### src/rtl/usr_sequencer.sv
// Command sequencer driving a 4-bit universal shift register (hold/shl/shr/load).
// Define ROTATE_EN to let shift commands rotate using the live register value.
module usr_sequencer (
  input  logic       clk,
  input  logic       reset,
  input  logic       cmd_valid,
  output logic       cmd_ready,
  input  logic [1:0] cmd_op,
  input  logic [3:0] cmd_data,
  input  logic [2:0] cmd_count,
  input  logic       cmd_fill,
  input  logic       cmd_rot,
  input  logic [3:0] usr_q,
  output logic       sel1,
  output logic       sel0,
  output logic [3:0] par_out,
  output logic       ser_l,
  output logic       ser_r,
  output logic       busy,
  output logic       done
);

  typedef enum logic [1:0] {
    S_IDLE,
    S_LOAD,
    S_SHIFT,
    S_DONE
  } state_t;

  state_t     r_state, w_next;
  logic [2:0] r_cnt, w_cnt;
  logic       r_left, w_left;
  logic       r_fill, w_fill;
  logic [1:0] r_sel, w_sel;
  logic [3:0] r_par, w_par;
  logic       r_serl, w_serl;
  logic       r_serr, w_serr;
  logic       r_busy, w_busy;
  logic       r_done, w_done;
  logic       r_ready, w_ready;
  logic       w_accept;
  logic       w_is_load;
  logic       w_is_shift;
  logic       w_bit_acc;
  logic       w_bit_run;

  assign w_accept   = (r_state == S_IDLE) & r_ready & cmd_valid;
  assign w_is_load  = (cmd_op == 2'b01);
  assign w_is_shift = cmd_op[1] & (cmd_count != 3'd0);

`ifdef ROTATE_EN
  logic r_rot, w_rot;

  assign w_rot = w_accept ? cmd_rot : r_rot;

  always_ff @(posedge clk or negedge reset) begin
    if (!reset) r_rot <= 1'b0;
    else        r_rot <= w_rot;
  end

  // ser_* is registered on the same edge the register shifts, so in
  // SHIFT look one bit inward to get the end bit after that shift.
  assign w_bit_acc = cmd_rot ?
    ((cmd_op == 2'b10) ? usr_q[3] : usr_q[0]) : cmd_fill;
  assign w_bit_run = r_rot ?
    (r_left ? usr_q[2] : usr_q[1]) : r_fill;
`else
  logic w_unused_rot;

  assign w_unused_rot = ^{cmd_rot, usr_q};
  assign w_bit_acc    = cmd_fill;
  assign w_bit_run    = r_fill;
`endif

  always_comb begin
    w_next  = r_state;
    w_cnt   = r_cnt;
    w_left  = r_left;
    w_fill  = r_fill;
    w_sel   = 2'b00;
    w_par   = r_par;
    w_serl  = 1'b0;
    w_serr  = 1'b0;
    w_busy  = 1'b1;
    w_done  = 1'b0;
    w_ready = 1'b0;
    unique case (r_state)
      S_IDLE: begin
        w_busy  = 1'b0;
        w_ready = 1'b1;
        if (w_accept) begin
          w_busy  = 1'b1;
          w_ready = 1'b0;
          w_left  = (cmd_op == 2'b10);
          w_fill  = cmd_fill;
          unique case (1'b1)
            w_is_load: begin
              w_next = S_LOAD;
              w_sel  = 2'b11;
              w_par  = cmd_data;
            end
            w_is_shift: begin
              w_next = S_SHIFT;
              w_cnt  = cmd_count;
              w_sel  = cmd_op[0] ? 2'b10 : 2'b01;
              w_serl = ~cmd_op[0] & w_bit_acc;
              w_serr = cmd_op[0] & w_bit_acc;
            end
            default: begin
              w_next = S_DONE;
              w_done = 1'b1;
            end
          endcase
        end
      end
      S_LOAD: begin
        w_next = S_DONE;
        w_done = 1'b1;
      end
      S_SHIFT: begin
        w_cnt = r_cnt - 3'd1;
        if (r_cnt == 3'd1) begin
          w_next = S_DONE;
          w_done = 1'b1;
        end else begin
          w_sel  = r_left ? 2'b01 : 2'b10;
          w_serl = r_left & w_bit_run;
          w_serr = ~r_left & w_bit_run;
        end
      end
      S_DONE: begin
        w_next  = S_IDLE;
        w_busy  = 1'b0;
        w_ready = 1'b1;
      end
    endcase
  end

  always_ff @(posedge clk or negedge reset) begin
    if (!reset) begin
      r_state <= S_IDLE;
      r_cnt   <= 3'd0;
      r_left  <= 1'b0;
      r_fill  <= 1'b0;
      r_sel   <= 2'b00;
      r_par   <= 4'd0;
      r_serl  <= 1'b0;
      r_serr  <= 1'b0;
      r_busy  <= 1'b0;
      r_done  <= 1'b0;
      r_ready <= 1'b0;
    end else begin
      r_state <= w_next;
      r_cnt   <= w_cnt;
      r_left  <= w_left;
      r_fill  <= w_fill;
      r_sel   <= w_sel;
      r_par   <= w_par;
      r_serl  <= w_serl;
      r_serr  <= w_serr;
      r_busy  <= w_busy;
      r_done  <= w_done;
      r_ready <= w_ready;
    end
  end

  assign cmd_ready = r_ready;
  assign sel1      = r_sel[1];
  assign sel0      = r_sel[0];
  assign par_out   = r_par;
  assign ser_l     = r_serl;
  assign ser_r     = r_serr;
  assign busy      = r_busy;
  assign done      = r_done;

endmodule

### config.mk
export PLATFORM = sky130hd
export DESIGN_NAME = usr_sequencer
export DESIGN_NICKNAME = d
export VERILOG_FILES = /design/src/rtl/usr_sequencer.sv
export SDC_FILE = /design/constraint.sdc
export NUM_CORES = 1
export LEC_CHECK = 0
export BUFFER_PORTS_ARGS = -buffer_cell sky130_fd_sc_hd__buf_2
export CORE_UTILIZATION = 45
export CTS_CLUSTER_SIZE = 12
export DETAILED_ROUTE_END_ITERATION = 8
export GPL_TIMING_DRIVEN = 1
export PLACE_DENSITY = 0.83
export SYNTH_ARGS = -nofsm -noshare
export SYNTH_HDL_FRONTEND = slang
export SYNTH_SLANG_ARGS = --single-unit
### constraint.sdc
create_clock -name clk -period 1.66 [get_ports clk]
set_input_delay 0.166 -clock clk [delete_from_list [all_inputs] [get_ports clk]]
set_output_delay 0.166 -clock clk [all_outputs]
set_load 0.01 [all_outputs]
# --- Word-level counts from Yosys, hierarchy flattened ---
# Index checks and enable logic that the tools add are counted.
op_classes:
  addsub: 1
  eq_ne: 9
  muxes: 29
  bitwise_logic: 9
  reduce_logical: 8
op_table:
  columns: ["operator", "n"]
  rows:
  - ["$mux W2", 6]
  - ["$pmux W2 S2", 3]
  - ["$mux W1", 11]
  - ["$pmux W1 S2", 4]
  - ["$pmux W2 S4", 1]
  - ["$and A1 B1 Y1", 7]
  - ["$eq A2 B2 Y1 const B", 3]
  - ["$mux W3", 2]
  - ["$ne A2 B2 Y1 const B", 3]
  - ["$pmux W3 S2", 1]
  - ["$reduce_and A3 Y1", 2]
  - ["$eq A2 B1 Y1 const B", 2]
  - ["$reduce_and A2 Y1", 2]
  - ["$eq A3 B1 Y1 const B", 1]
  - ["$pmux W1 S3", 1]
  - ["$reduce_bool A3 Y1", 1]
  - ["$sub A3 B1 Y3 const B", 1]
  - ["$logic_not A2 Y1", 1]
  - ["$not A1 Y1", 2]
  - ["$reduce_bool A2 Y1", 1]
  - ["$reduce_or A2 Y1", 1]
word_totals:
  ff_bits: 18
  inputBits: 18
  out_inout_bits: 11
  elab_cells: 67

# --- Longest topological paths before layout ---
# Gate-level depths: netlist of run 1.
logic_depth:
  word_depth: 6
  mapped_depth: 6
  depth_no_buf: 5

# --- Least setup slack after synthesis of run 1 ---
# Ideal clock, no wire load.
synth_path:
  kind: "register to register"
  from: "reg r_state[0]"
  to: "reg r_state[0]"
  setup_time_ps: 125
  t_arrival_ps: 1452
  required_time_ps: 1535
  path_slack_ps: 83
  stages_incl_launch_ff: 7
  path_buffers: 1
  period_less_slack_ps: 1577
  path_cell_list: "dfrtp_1 -> inv_1 -> ha_1 -> buf_6 -> nand3_4 -> a22oi_4 -> mux2_4"
synth_between:
  elab_chain_cells: 5
  elab_cells_between_ends: 10
  cone_classes: "5 x eq/ne; 1 x mux; 2 x bitwise; 2 x reduce/logical"
synth_rtl:
  columns: ["element", "line", "text"]
  rows:
  - ["start: declaration", "30", "state_t r_state, w_next;"]
  - ["start signal: assignment", "153", "r_state <= w_next;"]
  - ["$logic_not A2 Y1", "47, 87", null]
  - ["$and A1 B1 Y1 (2 in a row)", "47", "assign w_accept = (r_state == S_IDLE) & r_ready & cmd_valid;"]
  - ["$ne A2 B2 Y1 (no source line)", null, null]
  - ["$reduce_and A2 Y1 (no source line)", null, null]
# Parallel ways exist; a longest one is shown, timed or not.
# A chain may end at the register's enable or synchronous reset.

# --- Worst setup path after layout of run 1 ---
layout_path:
  from: "reg r_state[0]"
  to: "reg r_fill"
layout_between:
  elab_chain_cells: 4
layout_rtl:
  columns: ["element", "line", "text"]
  rows:
  - ["$logic_not A2 Y1 *", "47, 87", null]
  - ["$and A1 B1 Y1 (2 in a row)", "47", null]
  - ["$reduce_and A2 Y1 (no source line) *", null, null]
  - ["end signal: assignment", "156", "r_fill <= w_fill;"]
  - ["end: declaration", "33", "logic r_fill, w_fill;"]
# Every way passes the cells marked *; elsewhere a longest branch is shown, timed or not.

==> impl_table.tex, run 1 <==
\begin{tabular}{lr}
\hline
Metric & Value \\
\hline
\multicolumn{2}{l}{\textbf{Clock network}} \\
\quad Longest Clk Path Bufs & 2 \\
\quad Clock slew seen by the registers of the worst setup and hold paths & 0.10 ns \\
\quad Number of buffers added by the clock tree synthesis step & 3 \\
\quad Clock latency reported for the late side of the worst-skew pair & 0.30 ns \\
\quad Clock sink count & 18 \\
\quad H-tree depth & 1 \\
\quad Clock tree from TritonCTS & yes \\
\quad Buffer type at the clock tree root & clkbuf\_4 \\
\multicolumn{2}{l}{\textbf{Yosys}} \\
\quad Share of the synthesized area in compound gates (AO/OA/AOI/OAI) & 14.9\% \\
\quad Area of the mapped netlist & 983 um2 \\
\quad Portion of the post-synthesis area used by sequential elements & 45.8\% \\
\quad FF+latch count, synth & 18 \\
\quad Post-synthesis instance total & 86 \\
\quad Predominant post-synthesis flop cell & dfrtp\_1 \\
\quad Mean instance size in the synthesized netlist & 11.4 um2 \\
\quad Mapped Nets & 111 \\
\quad Xor/xnor cell area share of the yosys netlist & 0\% \\
\quad Ys async rst share & 100\% \\
\quad Combinational family with the most area after synthesis & simple AND/OR/NAND/NOR gates \\
\quad Simple-gate area share of the yosys netlist & 15.3\% \\
\quad Number of enable-type register cells in the synthesized netlist & 0 \\
\quad Unique cell type count in the Yosys netlist & 30 \\
\quad Post-synthesis share of cell area spent on full adders, half adders and majority gates & 8.91\% \\
\quad Number of warnings issued by yosys & 0 \\
\quad Multiplexer fraction of the synthesized cell area & 10.8\% \\
\multicolumn{2}{l}{\textbf{Floorplan}} \\
\quad Number of placement rows & 16 \\
\quad Starting density of the core & 49.1\% \\
\quad Die Footprint & 2380 um2 \\
\quad Area of the core & 2000 um2 \\
\quad Die span in y & 48.8 um \\
\quad Chip Width & 48.8 um \\
\quad Number of top-level pins & 29 \\
\multicolumn{2}{l}{\textbf{Detailed routing}} \\
\quad Routed WL per cell & 13.7 um \\
\quad Routed Antenna Nets & 0 \\
\quad Number of iterations in the first detailed-routing pass & 4 \\
\quad Routed vias & 772 \\
\quad Count of unresolved DRC violations after routing & 0 \\
\quad Detailed router's first-iteration violation count & 10 \\
\quad Post-detailed-route via-to-cell ratio & 5.36 \\
\quad Overall routed net length & 1.97 mm \\
\multicolumn{2}{l}{\textbf{Setup path}} \\
\quad Crit Path Category & reg -> reg \\
\quad Worst reg2reg setup slack & 0.12 ns \\
\quad Worst reg2reg path startpoint & r\_state[0]\$\_DFFE\_PN0P\_ \\
\quad Worst R2R Path Depth & 5 \\
\quad Beginning of the critical path & r\_state[0]\$\_DFFE\_PN0P\_ \\
\quad Required time of the worst setup path & 1.85 ns \\
\quad Setup crit end & r\_fill\$\_DFFE\_PN0P\_ \\
\quad Startpoint type of the worst setup path & flip-flop \\
\quad Capture point of the worst reg-to-reg path & r\_fill\$\_DFFE\_PN0P\_ \\
\quad Worst-path maximum fanout & 8 \\
\quad Critical Path End Type & flip-flop \\
\quad CP Data Arrival Time & 1.74 ns \\
\multicolumn{2}{l}{\textbf{GRT}} \\
\quad Largest net degree at the start of global routing & 19 \\
\quad Wire length of the first global-routing pass & 3.33 mm \\
\quad Number of antenna violations at the first check in global routing & 0 \\
\quad GRT Util Overall & 18.6\% \\
\quad Gr ovfl total & 0 \\
\quad Via count of the first global-routing pass & 800 \\
\multicolumn{2}{l}{\textbf{Power}} \\
\quad PwrDens & 1790 nW/um2 \\
\quad Peak supply drop & 0.981 mV \\
\quad Power Total & 2.17 mW \\
\quad Leakage power of the design & 0.604 nW \\
\multicolumn{2}{l}{\textbf{Outcome}} \\
\quad Result of the run & finished, final reports clean \\
\multicolumn{2}{l}{\textbf{Timing}} \\
\quad Clock Skew & 0.000698 ns \\
\quad RSZ-0062 raised after global routing & no \\
\quad Final Critical Period & 1.54 ns \\
\quad Transition time of the tightest slew-check pin & 0.396 ns \\
\quad Setup WS post-layout & 0.116 ns \\
\quad Achievable Freq & 648 MHz \\
\quad Hold violation count in the final report & 0 \\
\quad Count of final setup violators & 0 \\
\quad Portion of the clock cycle consumed by the worst path in the final layout & 93.0\% \\
\quad Max\_slew headroom & 73.4\% \\
\quad Worst hold margin & 0.0967 ns \\
\quad Number of max-slew violations in the final report & 0 \\
\multicolumn{2}{l}{\textbf{Final layout}} \\
\quad Fillers & 181 \\
\quad Most frequent standard cell in the layout excluding fill and tap cells & buf\_2 \\
\quad Share of post-route cells with drive strength above 1 & 41.9\% \\
\quad Total inserted antenna cells & 0 \\
\quad Multi-input gate area in the final layout & 505 um2 \\
\quad Number of cells in the finished layout apart from fillers & 144 \\
\quad Commonest cells after routing, fill and taps aside & buf\_2 (23), dfrtp\_1 (18), inv\_1 (7), nand2\_1 (7) \\
\quad Area occupied by registers & 450 um2 \\
\quad Layout Nets & 143 \\
\quad Layout Area Growth over Synthesis & 23.5\% \\
\multicolumn{2}{l}{\textbf{Placed design}} \\
\quad Routability congestion estimate & 0.796 \\
\quad Post-place setup slack & -0.00555 ns \\
\quad Port buffer count & 23 \\
\quad Half-perimeter wire length after placement & 1.48 mm \\
\quad Placed cells & 137 \\
\multicolumn{2}{l}{\textbf{Min path}} \\
\quad Hold WC Path Type & in -> reg \\
\multicolumn{2}{l}{\textbf{Job}} \\
\quad Max Cap Viol & 0 \\
\hline
\end{tabular}
## power by group
part / switching, mW / internal (mW) / total (mW)
combinational: 0.591 / 0.584 / 1.17
clock: 0.137 / 0.134 / 0.271
sequential: 0.0958 / 0.631 / 0.727
## worst max-delay path, cell delays in order, from the launching register on
cell,delay (ns)
dfrtp_1,0.39
inv_1,0.15
ha_4,0.17
buf_4,0.17
and3_2,0.23
mux2_2,0.33
## registers in the layout (all words and copies together), names as in the netlist
signal / flops
r_state: 2
ser_l: 1
cmd_ready: 1
r_sel: 2
r_fill: 1
ser_r: 1
done: 1
par_out: 4
r_cnt: 3
busy: 1
r_left: 1
## per-stage QoR
step | setup TNS (ns) | util [%] | instance area [um2]
global placement | 0 | 56.9 | 1140
floorplan | 0 | - | 983
detailed placement | -0.00555 | 56.9 | 1140
global route | 0 | 60.7 | 1210
CTS | 0 | 59.9 | 1200
finish | 0 | 60.7 | 1210
## synthesized netlist by cell type, types with 2 or more instances
cell / count / area [um2]
o21ai_0: 4 / 20.0
mux2_2: 5 / 56.3
dfrtp_1: 18 / 450
o32ai_1: 2 / 17.5
mux2i_1: 2 / 20.0
inv_1: 7 / 26.3
nor2_1: 3 / 11.3
a21oi_1: 4 / 20.0
nand2b_1: 2 / 12.5
nand2_1: 7 / 26.3
ha_1: 7 / 87.6
mux2_4: 2 / 30.0
nor2b_1: 3 / 18.8
a31oi_1: 2 / 12.5
nand3_1: 2 / 10.0
nand4_1: 2 / 12.5
## per-layer routing
metal  share of wire [%]  vias up  GRT usage (%)  wire length, um
met5                   0        -              0                0
met4                 2.1        0           10.3               41
met3                 5.5        5           2.83              109
met2                  51       37           33.6             1020
met1                  41      367           20.6              806
li1                    -      363              -                -
## worst min-delay path by stage
stage                            from                     end  slack (ns)  depth (start not counted)
after detailed placement        reset      r_sel[1]$_DFF_PN0_        0.11                          1
after CTS                 cmd_data[2]  par_out[2]$_DFFE_PN0P_        0.09                          2
after global routing      cmd_data[2]  par_out[2]$_DFFE_PN0P_        0.09                          2
after global placement          reset         ser_r$_DFF_PN0_        0.11                          1
final                     cmd_data[3]  par_out[3]$_DFFE_PN0P_         0.1                          2
after floorplan                 reset          busy$_DFF_PN0_       -0.13                          0
## repair_timing
item,4_1_cts,5_1_grt
resized for setup,0,3
hold buffers,1,0
cloned,0,0
endpoints found under the setup margin,2,3
pin swaps,1,1
buffers inserted,2,0
endpoints found under the hold margin,18,0
## layout make-up
class	count	share of cell area [%]
clock buffer	4	2.99
multi-input combinational	59	41.6
sequential	18	37.1
inverter	7	2.16
timing repair buffer	29	13.4
tap	27	2.78
## logic make-up after synthesis
kind of cell,Yosys count
simple gates,25
buf+inv,9
fa+ha+maj,7
mux,9
flops,18
compound gates,18
(Power assumes the default switching activity.)
==> run 2: changes to the inputs <==
- CORE_UTILIZATION: 45 -> 50
- PLACE_DENSITY: 0.83 -> 0.87
- clock period: 1.66 -> 1.63 ns (I/O delays scaled with it)
==> impl_table.tex, run 2 (synthesis gave the netlist of run 1 again) <==
\begin{tabular}{lr}
\hline
Metric & Value \\
\hline
\multicolumn{2}{l}{\textbf{Power}} \\
\quad Peak supply drop & 1.08 mV \\
\quad Share of total power in combinational logic & 55.6\% \\
\quad Switching power as a share of total power & 37.7\% \\
\quad Leakage power of the design & 0.612 nW \\
\quad Sw Pwr & 0.865 mW \\
\quad Sequential group share of total power & 32.5\% \\
\quad Clock share of power & 11.9\% \\
\quad PwrDens & 1850 nW/um2 \\
\quad Int Pwr & 1.43 mW \\
\quad Power Total & 2.29 mW \\
\multicolumn{2}{l}{\textbf{Setup path}} \\
\quad Count of buffering cells on the critical path with inverters included & 2 \\
\quad Startpoint type of the worst setup path & flip-flop \\
\quad Critical Path End Type & flip-flop \\
\quad Worst-path maximum fanout & 7 \\
\quad Worst path top cell family by delay & flip-flops \\
\quad Delay contributed by the slowest stage of the critical path & 0.38 ns \\
\quad Critical path's slowest cell & dfrtp\_1 \\
\quad Crit Path Category & reg -> reg \\
\quad Beginning of the critical path & r\_state[0]\$\_DFFE\_PN0P\_ \\
\quad Cell-by-cell trace of the critical path & inv\_2, ha\_4, buf\_4, nand2b\_2, a22oi\_2, mux2i\_1 \\
\quad CP Data Arrival Time & 1.74 ns \\
\quad Worst reg2reg path startpoint & r\_state[0]\$\_DFFE\_PN0P\_ \\
\quad Required time of the worst setup path & 1.84 ns \\
\multicolumn{2}{l}{\textbf{GRT}} \\
\quad Met3 Resource Use GR & 3.53\% \\
\quad Number of antenna violations at the first check in global routing & 0 \\
\quad GRT Util Overall & 22.3\% \\
\quad Wire length of the first global-routing pass & 3.36 mm \\
\quad Via count of the first global-routing pass & 764 \\
\quad Gr ovfl total & 0 \\
\quad Met1 layer usage reported by global route & 24.6\% \\
\quad Largest net degree at the start of global routing & 19 \\
\quad Busiest layer in global routing & met2 \\
\quad Met2 capacity usage during global routing & 41.7\% \\
\multicolumn{2}{l}{\textbf{Final layout}} \\
\quad Fillers & 134 \\
\quad Multi-input gate area in the final layout & 515 um2 \\
\quad Total inserted antenna cells & 0 \\
\quad Number of cells in the finished layout apart from fillers & 144 \\
\quad Largest register FFs & 4 \\
\quad Layout Area Growth over Synthesis & 25.8\% \\
\quad Commonest cells after routing, fill and taps aside & buf\_2 (23), dfrtp\_1 (18), nand2\_1 (7), buf\_4 (7) \\
\quad Area occupied by registers & 450 um2 \\
\quad Layout Nets & 145 \\
\quad Share of post-route cells with drive strength above 1 & 44.5\% \\
\quad Final cell area excluding filler cells & 1240 um2 \\
\quad Most frequent standard cell in the layout excluding fill and tap cells & buf\_2 \\
\quad Core occupancy in the finished layout & 69.4\% \\
\multicolumn{2}{l}{\textbf{Job}} \\
\quad Max Cap Viol & 0 \\
\multicolumn{2}{l}{\textbf{Timing}} \\
\quad Portion of the clock cycle consumed by the worst path in the final layout & 94.0\% \\
\quad Hold violation count in the final report & 0 \\
\quad Count of final setup violators & 0 \\
\quad Achievable Freq & 653 MHz \\
\quad Sum of negative setup slack & 0 ns \\
\quad Clock Skew & 0.0101 ns \\
\quad Final Critical Period & 1.53 ns \\
\quad Number of max-slew violations in the final report & 0 \\
\quad Transition time of the tightest slew-check pin & 0.420 ns \\
\quad Max\_slew headroom & 71.8\% \\
\multicolumn{2}{l}{\textbf{Floorplan}} \\
\quad Area of the core & 1780 um2 \\
\quad Number of top-level pins & 29 \\
\quad Die Footprint & 2150 um2 \\
\quad Die span in y & 46.4 um \\
\quad Number of placement rows & 15 \\
\quad Starting density of the core & 55.2\% \\
\quad Chip Width & 46.4 um \\
\multicolumn{2}{l}{\textbf{Detailed routing}} \\
\quad Overall routed net length & 2.08 mm \\
\quad Number of iterations in the first detailed-routing pass & 4 \\
\quad Detailed router's first-iteration violation count & 23 \\
\quad Post-detailed-route via-to-cell ratio & 5.40 \\
\quad Routed Antenna Nets & 0 \\
\quad Routed vias & 777 \\
\quad Count of unresolved DRC violations after routing & 0 \\
\quad Routed WL per cell & 14.4 um \\
\multicolumn{2}{l}{\textbf{Placed design}} \\
\quad Port buffer count & 23 \\
\quad Routability congestion estimate & 0.883 \\
\quad Area after detailed placement & 1140 um2 \\
\quad Placed cells & 136 \\
\quad Half-perimeter wire length after placement & 1.51 mm \\
\multicolumn{2}{l}{\textbf{Min path}} \\
\quad Hold WC Path Type & in -> reg \\
\quad Startpoint of the lowest-slack hold path & cmd\_data[3] \\
\multicolumn{2}{l}{\textbf{Clock network}} \\
\quad H-tree depth & 1 \\
\quad Clock sink count & 18 \\
\quad Buffer type at the clock tree root & clkbuf\_4 \\
\quad Longest Clk Path Bufs & 2 \\
\quad Number of buffers added by the clock tree synthesis step & 3 \\
\quad Clock tree from TritonCTS & yes \\
\quad Clock latency reported for the late side of the worst-skew pair & 0.29 ns \\
\quad Clock slew seen by the registers of the worst setup and hold paths & 0.11 ns \\
\multicolumn{2}{l}{\textbf{Outcome}} \\
\quad Result of the run & finished, final reports clean \\
\hline
\end{tabular}
## run 2: final cells by class
class                      instances  share of cell area, %
clock buffer                       4                   2.93
inverter                           7                   2.12
multi-input combinational         59                   41.7
sequential                        18                   36.4
tap                               25                   2.53
timing repair buffer              31                   14.4
## run 2: routing by layer
metal	routed length (um)	vias to the layer above	share of wire, %
li1	-	370	-
met1	824	371	40
met2	1150	32	56
met3	69	4	3.3
met4	29	0	1.4
met5	0	-	0
## run 2: power groups by stage
stage               Clock [mW]  Combinational (mW)  Sequential [mW]
global placement             0                1.07            0.738
detailed placement           0                1.12            0.754
CTS                      0.281                1.13            0.743
floorplan                    0               0.753            0.803
global route             0.304                1.40            0.774
finish                   0.273                1.28            0.745
## run 2: repair_timing
action                     in CTS  in global routing
hold endpoints to repair       18                  0
hold buffers                    1                  0
resized for setup               0                  6
setup buffers                   0                  3
setup endpoints to repair       0                  5
## run 2: metrics by stage
step / setup slack (ns) / hold slack [ns]
6_report: 0.0986 / 0.0930
3_5_place_dp: 0.0420 / 0.108
5_1_grt: -0.0170 / 0.0906
2_1_floorplan: 0.0525 / -0.133
4_1_cts: 0.0134 / 0.0904
3_3_place_gp: 0.0906 / 0.103
## run 2: path summary, 6_finish.rpt
check / slack (ns) / cells past startpoint / to
worst max-delay path: 0.1 / 6 / r_cnt[1]$_DFFE_PN0P_
worst min-delay path: 0.09 / 2 / par_out[3]$_DFFE_PN0P_
worst max register to register: 0.1 / 6 / r_cnt[1]$_DFFE_PN0P_
worst min register to register: 0.51 / 1 / par_out[0]$_DFFE_PN0P_
max in group asynchronous: 1.04 / 2 / r_cnt[1]$_DFFE_PN0P_
min in group asynchronous: 0.31 / 2 / par_out[2]$_DFFE_PN0P_
## run 2: worst reg2reg max path: stages, from the launching register on
cell and delay, ns:
dfrtp_1 0.38, inv_2 0.07, ha_4 0.17, buf_4 0.16, nand2b_2 0.20, a22oi_2 0.24, mux2i_1 0.22
==> run 3: changes to the inputs <==
- RECOVER_POWER: not set -> 100
==> impl_table.tex, run 3 (synthesis gave the netlist of run 1 again) <==
\begin{tabular}{lr}
\hline
Metric & Value \\
\hline
\multicolumn{2}{l}{\textbf{Outcome}} \\
\quad Result of the run & finished, final reports clean \\
\multicolumn{2}{l}{\textbf{Clock network}} \\
\quad Buffer type at the clock tree root & clkbuf\_4 \\
\quad Clock slew seen by the registers of the worst setup and hold paths & 0.11 ns \\
\quad Number of buffers added by the clock tree synthesis step & 3 \\
\quad Clock sink count & 18 \\
\quad Clock tree from TritonCTS & yes \\
\quad Longest Clk Path Bufs & 2 \\
\quad H-tree depth & 1 \\
\quad Clock latency reported for the late side of the worst-skew pair & 0.29 ns \\
\multicolumn{2}{l}{\textbf{Power}} \\
\quad Leakage power of the design & 0.567 nW \\
\quad Peak supply drop & 1.08 mV \\
\quad Sequential group share of total power & 33.0\% \\
\quad Sw Pwr & 0.870 mW \\
\quad Clock share of power & 12.0\% \\
\quad Int Pwr & 1.40 mW \\
\quad Switching power as a share of total power & 38.3\% \\
\quad Share of total power in combinational logic & 55.0\% \\
\quad PwrDens & 1860 nW/um2 \\
\multicolumn{2}{l}{\textbf{Timing}} \\
\quad Clock Skew & 0.0103 ns \\
\quad Number of max-slew violations in the final report & 0 \\
\quad Portion of the clock cycle consumed by the worst path in the final layout & 94.0\% \\
\quad Final Critical Period & 1.53 ns \\
\quad Hold violation count in the final report & 0 \\
\quad Transition time of the tightest slew-check pin & 0.938 ns \\
\quad Worst hold margin & 0.0929 ns \\
\quad Count of final setup violators & 0 \\
\quad Max\_slew headroom & 37.4\% \\
\quad Achievable Freq & 653 MHz \\
\multicolumn{2}{l}{\textbf{Setup path}} \\
\quad Worst-path maximum fanout & 7 \\
\quad Critical path's slowest cell & dfrtp\_1 \\
\quad Startpoint type of the worst setup path & flip-flop \\
\quad Cell-by-cell trace of the critical path & inv\_2, ha\_4, buf\_4, nand2b\_2, a22oi\_2, mux2i\_1 \\
\quad Worst path top cell family by delay & flip-flops \\
\quad CP Data Arrival Time & 1.74 ns \\
\quad Delay contributed by the slowest stage of the critical path & 0.38 ns \\
\quad Required time of the worst setup path & 1.84 ns \\
\quad Count of buffering cells on the critical path with inverters included & 2 \\
\quad Crit Path Category & reg -> reg \\
\quad Critical Path End Type & flip-flop \\
\multicolumn{2}{l}{\textbf{Detailed routing}} \\
\quad Overall routed net length & 2.09 mm \\
\quad Number of iterations in the first detailed-routing pass & 4 \\
\quad Routed Antenna Nets & 0 \\
\quad Routed WL per cell & 14.5 um \\
\quad Detailed router's first-iteration violation count & 19 \\
\quad Routed vias & 773 \\
\quad Count of unresolved DRC violations after routing & 0 \\
\quad Post-detailed-route via-to-cell ratio & 5.37 \\
\multicolumn{2}{l}{\textbf{Final layout}} \\
\quad Share of post-route cells with drive strength above 1 & 34.5\% \\
\quad Most frequent standard cell in the layout excluding fill and tap cells & dfrtp\_1 \\
\quad Commonest cells after routing, fill and taps aside & dfrtp\_1 (18), clkbuf\_1 (12), buf\_2 (11) \\
\quad Total inserted antenna cells & 0 \\
\quad Largest register FFs & 4 \\
\quad Layout Nets & 145 \\
\quad Layout Area Growth over Synthesis & 24.3\% \\
\quad Number of cells in the finished layout apart from fillers & 144 \\
\multicolumn{2}{l}{\textbf{Placed design}} \\
\quad Placed cells & 136 \\
\quad Half-perimeter wire length after placement & 1.51 mm \\
\quad Port buffer count & 23 \\
\quad Routability congestion estimate & 0.883 \\
\multicolumn{2}{l}{\textbf{GRT}} \\
\quad Number of antenna violations at the first check in global routing & 0 \\
\quad Largest net degree at the start of global routing & 19 \\
\quad Wire length of the first global-routing pass & 3.36 mm \\
\quad Via count of the first global-routing pass & 764 \\
\quad Gr ovfl total & 0 \\
\quad GRT Util Overall & 22.3\% \\
\multicolumn{2}{l}{\textbf{Job}} \\
\quad Max Cap Viol & 0 \\
\multicolumn{2}{l}{\textbf{Floorplan}} \\
\quad Die span in y & 46.4 um \\
\quad Number of top-level pins & 29 \\
\quad Die Footprint & 2150 um2 \\
\quad Chip Width & 46.4 um \\
\quad Starting density of the core & 55.2\% \\
\quad Area of the core & 1780 um2 \\
\quad Number of placement rows & 15 \\
\multicolumn{2}{l}{\textbf{Min path}} \\
\quad Hold WC Path Type & in -> reg \\
\hline
\end{tabular}
run 3: cell count changes in the layout (fill, tap and decap cells not counted), sizes merged:
cell and delta:
buf -12, clkbuf +12
run 3: area by class of cell:
cell class	instances	area, um2
Fill cell	142	561
Sequential cell	18	450
Timing Repair Buffer	31	163
Clock buffer	4	36.3
Multi-Input combinational cell	59	515
Tap cell	25	31.3
Inverter	7	26.3
run 3: path summary, 6_finish.rpt:
check                      slack (ns)              startpoint                      to  cells past startpoint
hold / removal                   0.09             cmd_data[3]  par_out[3]$_DFFE_PN0P_                      2
setup reg to reg                  0.1  r_state[0]$_DFFE_PN0P_    r_cnt[1]$_DFFE_PN0P_                      6
max in group asynchronous        0.54                   reset    r_cnt[1]$_DFFE_PN0P_                      2
min in group asynchronous        0.52                   reset  par_out[2]$_DFFE_PN0P_                      2
setup / recovery                  0.1  r_state[0]$_DFFE_PN0P_    r_cnt[1]$_DFFE_PN0P_                      6
hold reg to reg                  0.51  par_out[0]$_DFFE_PN0P_  par_out[0]$_DFFE_PN0P_                      1
run 3: repair_timing:
action / CTS / global route
endpoints found under the setup margin: 0 / 5
resized for setup: 0 / 6
buffers inserted: 0 / 3
hold endpoints to repair: 18 / 0
hold buffers: 1 / 0
run 3: routing by layer:
layer	global-route usage (%)	vias up	part of all wire (%)
met5	0	-	0
met4	8.82	0	1.4
met3	3.53	4	3.7
met2	41.7	28	55
met1	24.6	371	40
li1	-	370	-
run 3: stage by stage:
stage	setup TNS [ns]	utilization [%]	power, mW	cell area, um2	setup WS [ns]
after floorplan	0	-	1.56	983	0.0525
after global placement	0	64.1	1.81	1140	0.0906
after detailed placement	0	64.1	1.87	1140	0.0420
after CTS	0	66.7	2.15	1190	0.0134
after global routing	-0.0170	68.6	2.45	1220	-0.0170
final	0	68.6	2.27	1220	0.0983
run 3: power groups by stage:
| stage | sequential [mW] | clock, mW | combinational (mW) |
|---|---|---|---|
| global route | 0.778 | 0.304 | 1.37 |
| finish | 0.749 | 0.273 | 1.25 |
| CTS | 0.743 | 0.281 | 1.13 |
| detailed placement | 0.754 | 0 | 1.12 |
| global placement | 0.738 | 0 | 1.07 |
| floorplan | 0.803 | 0 | 0.753 |
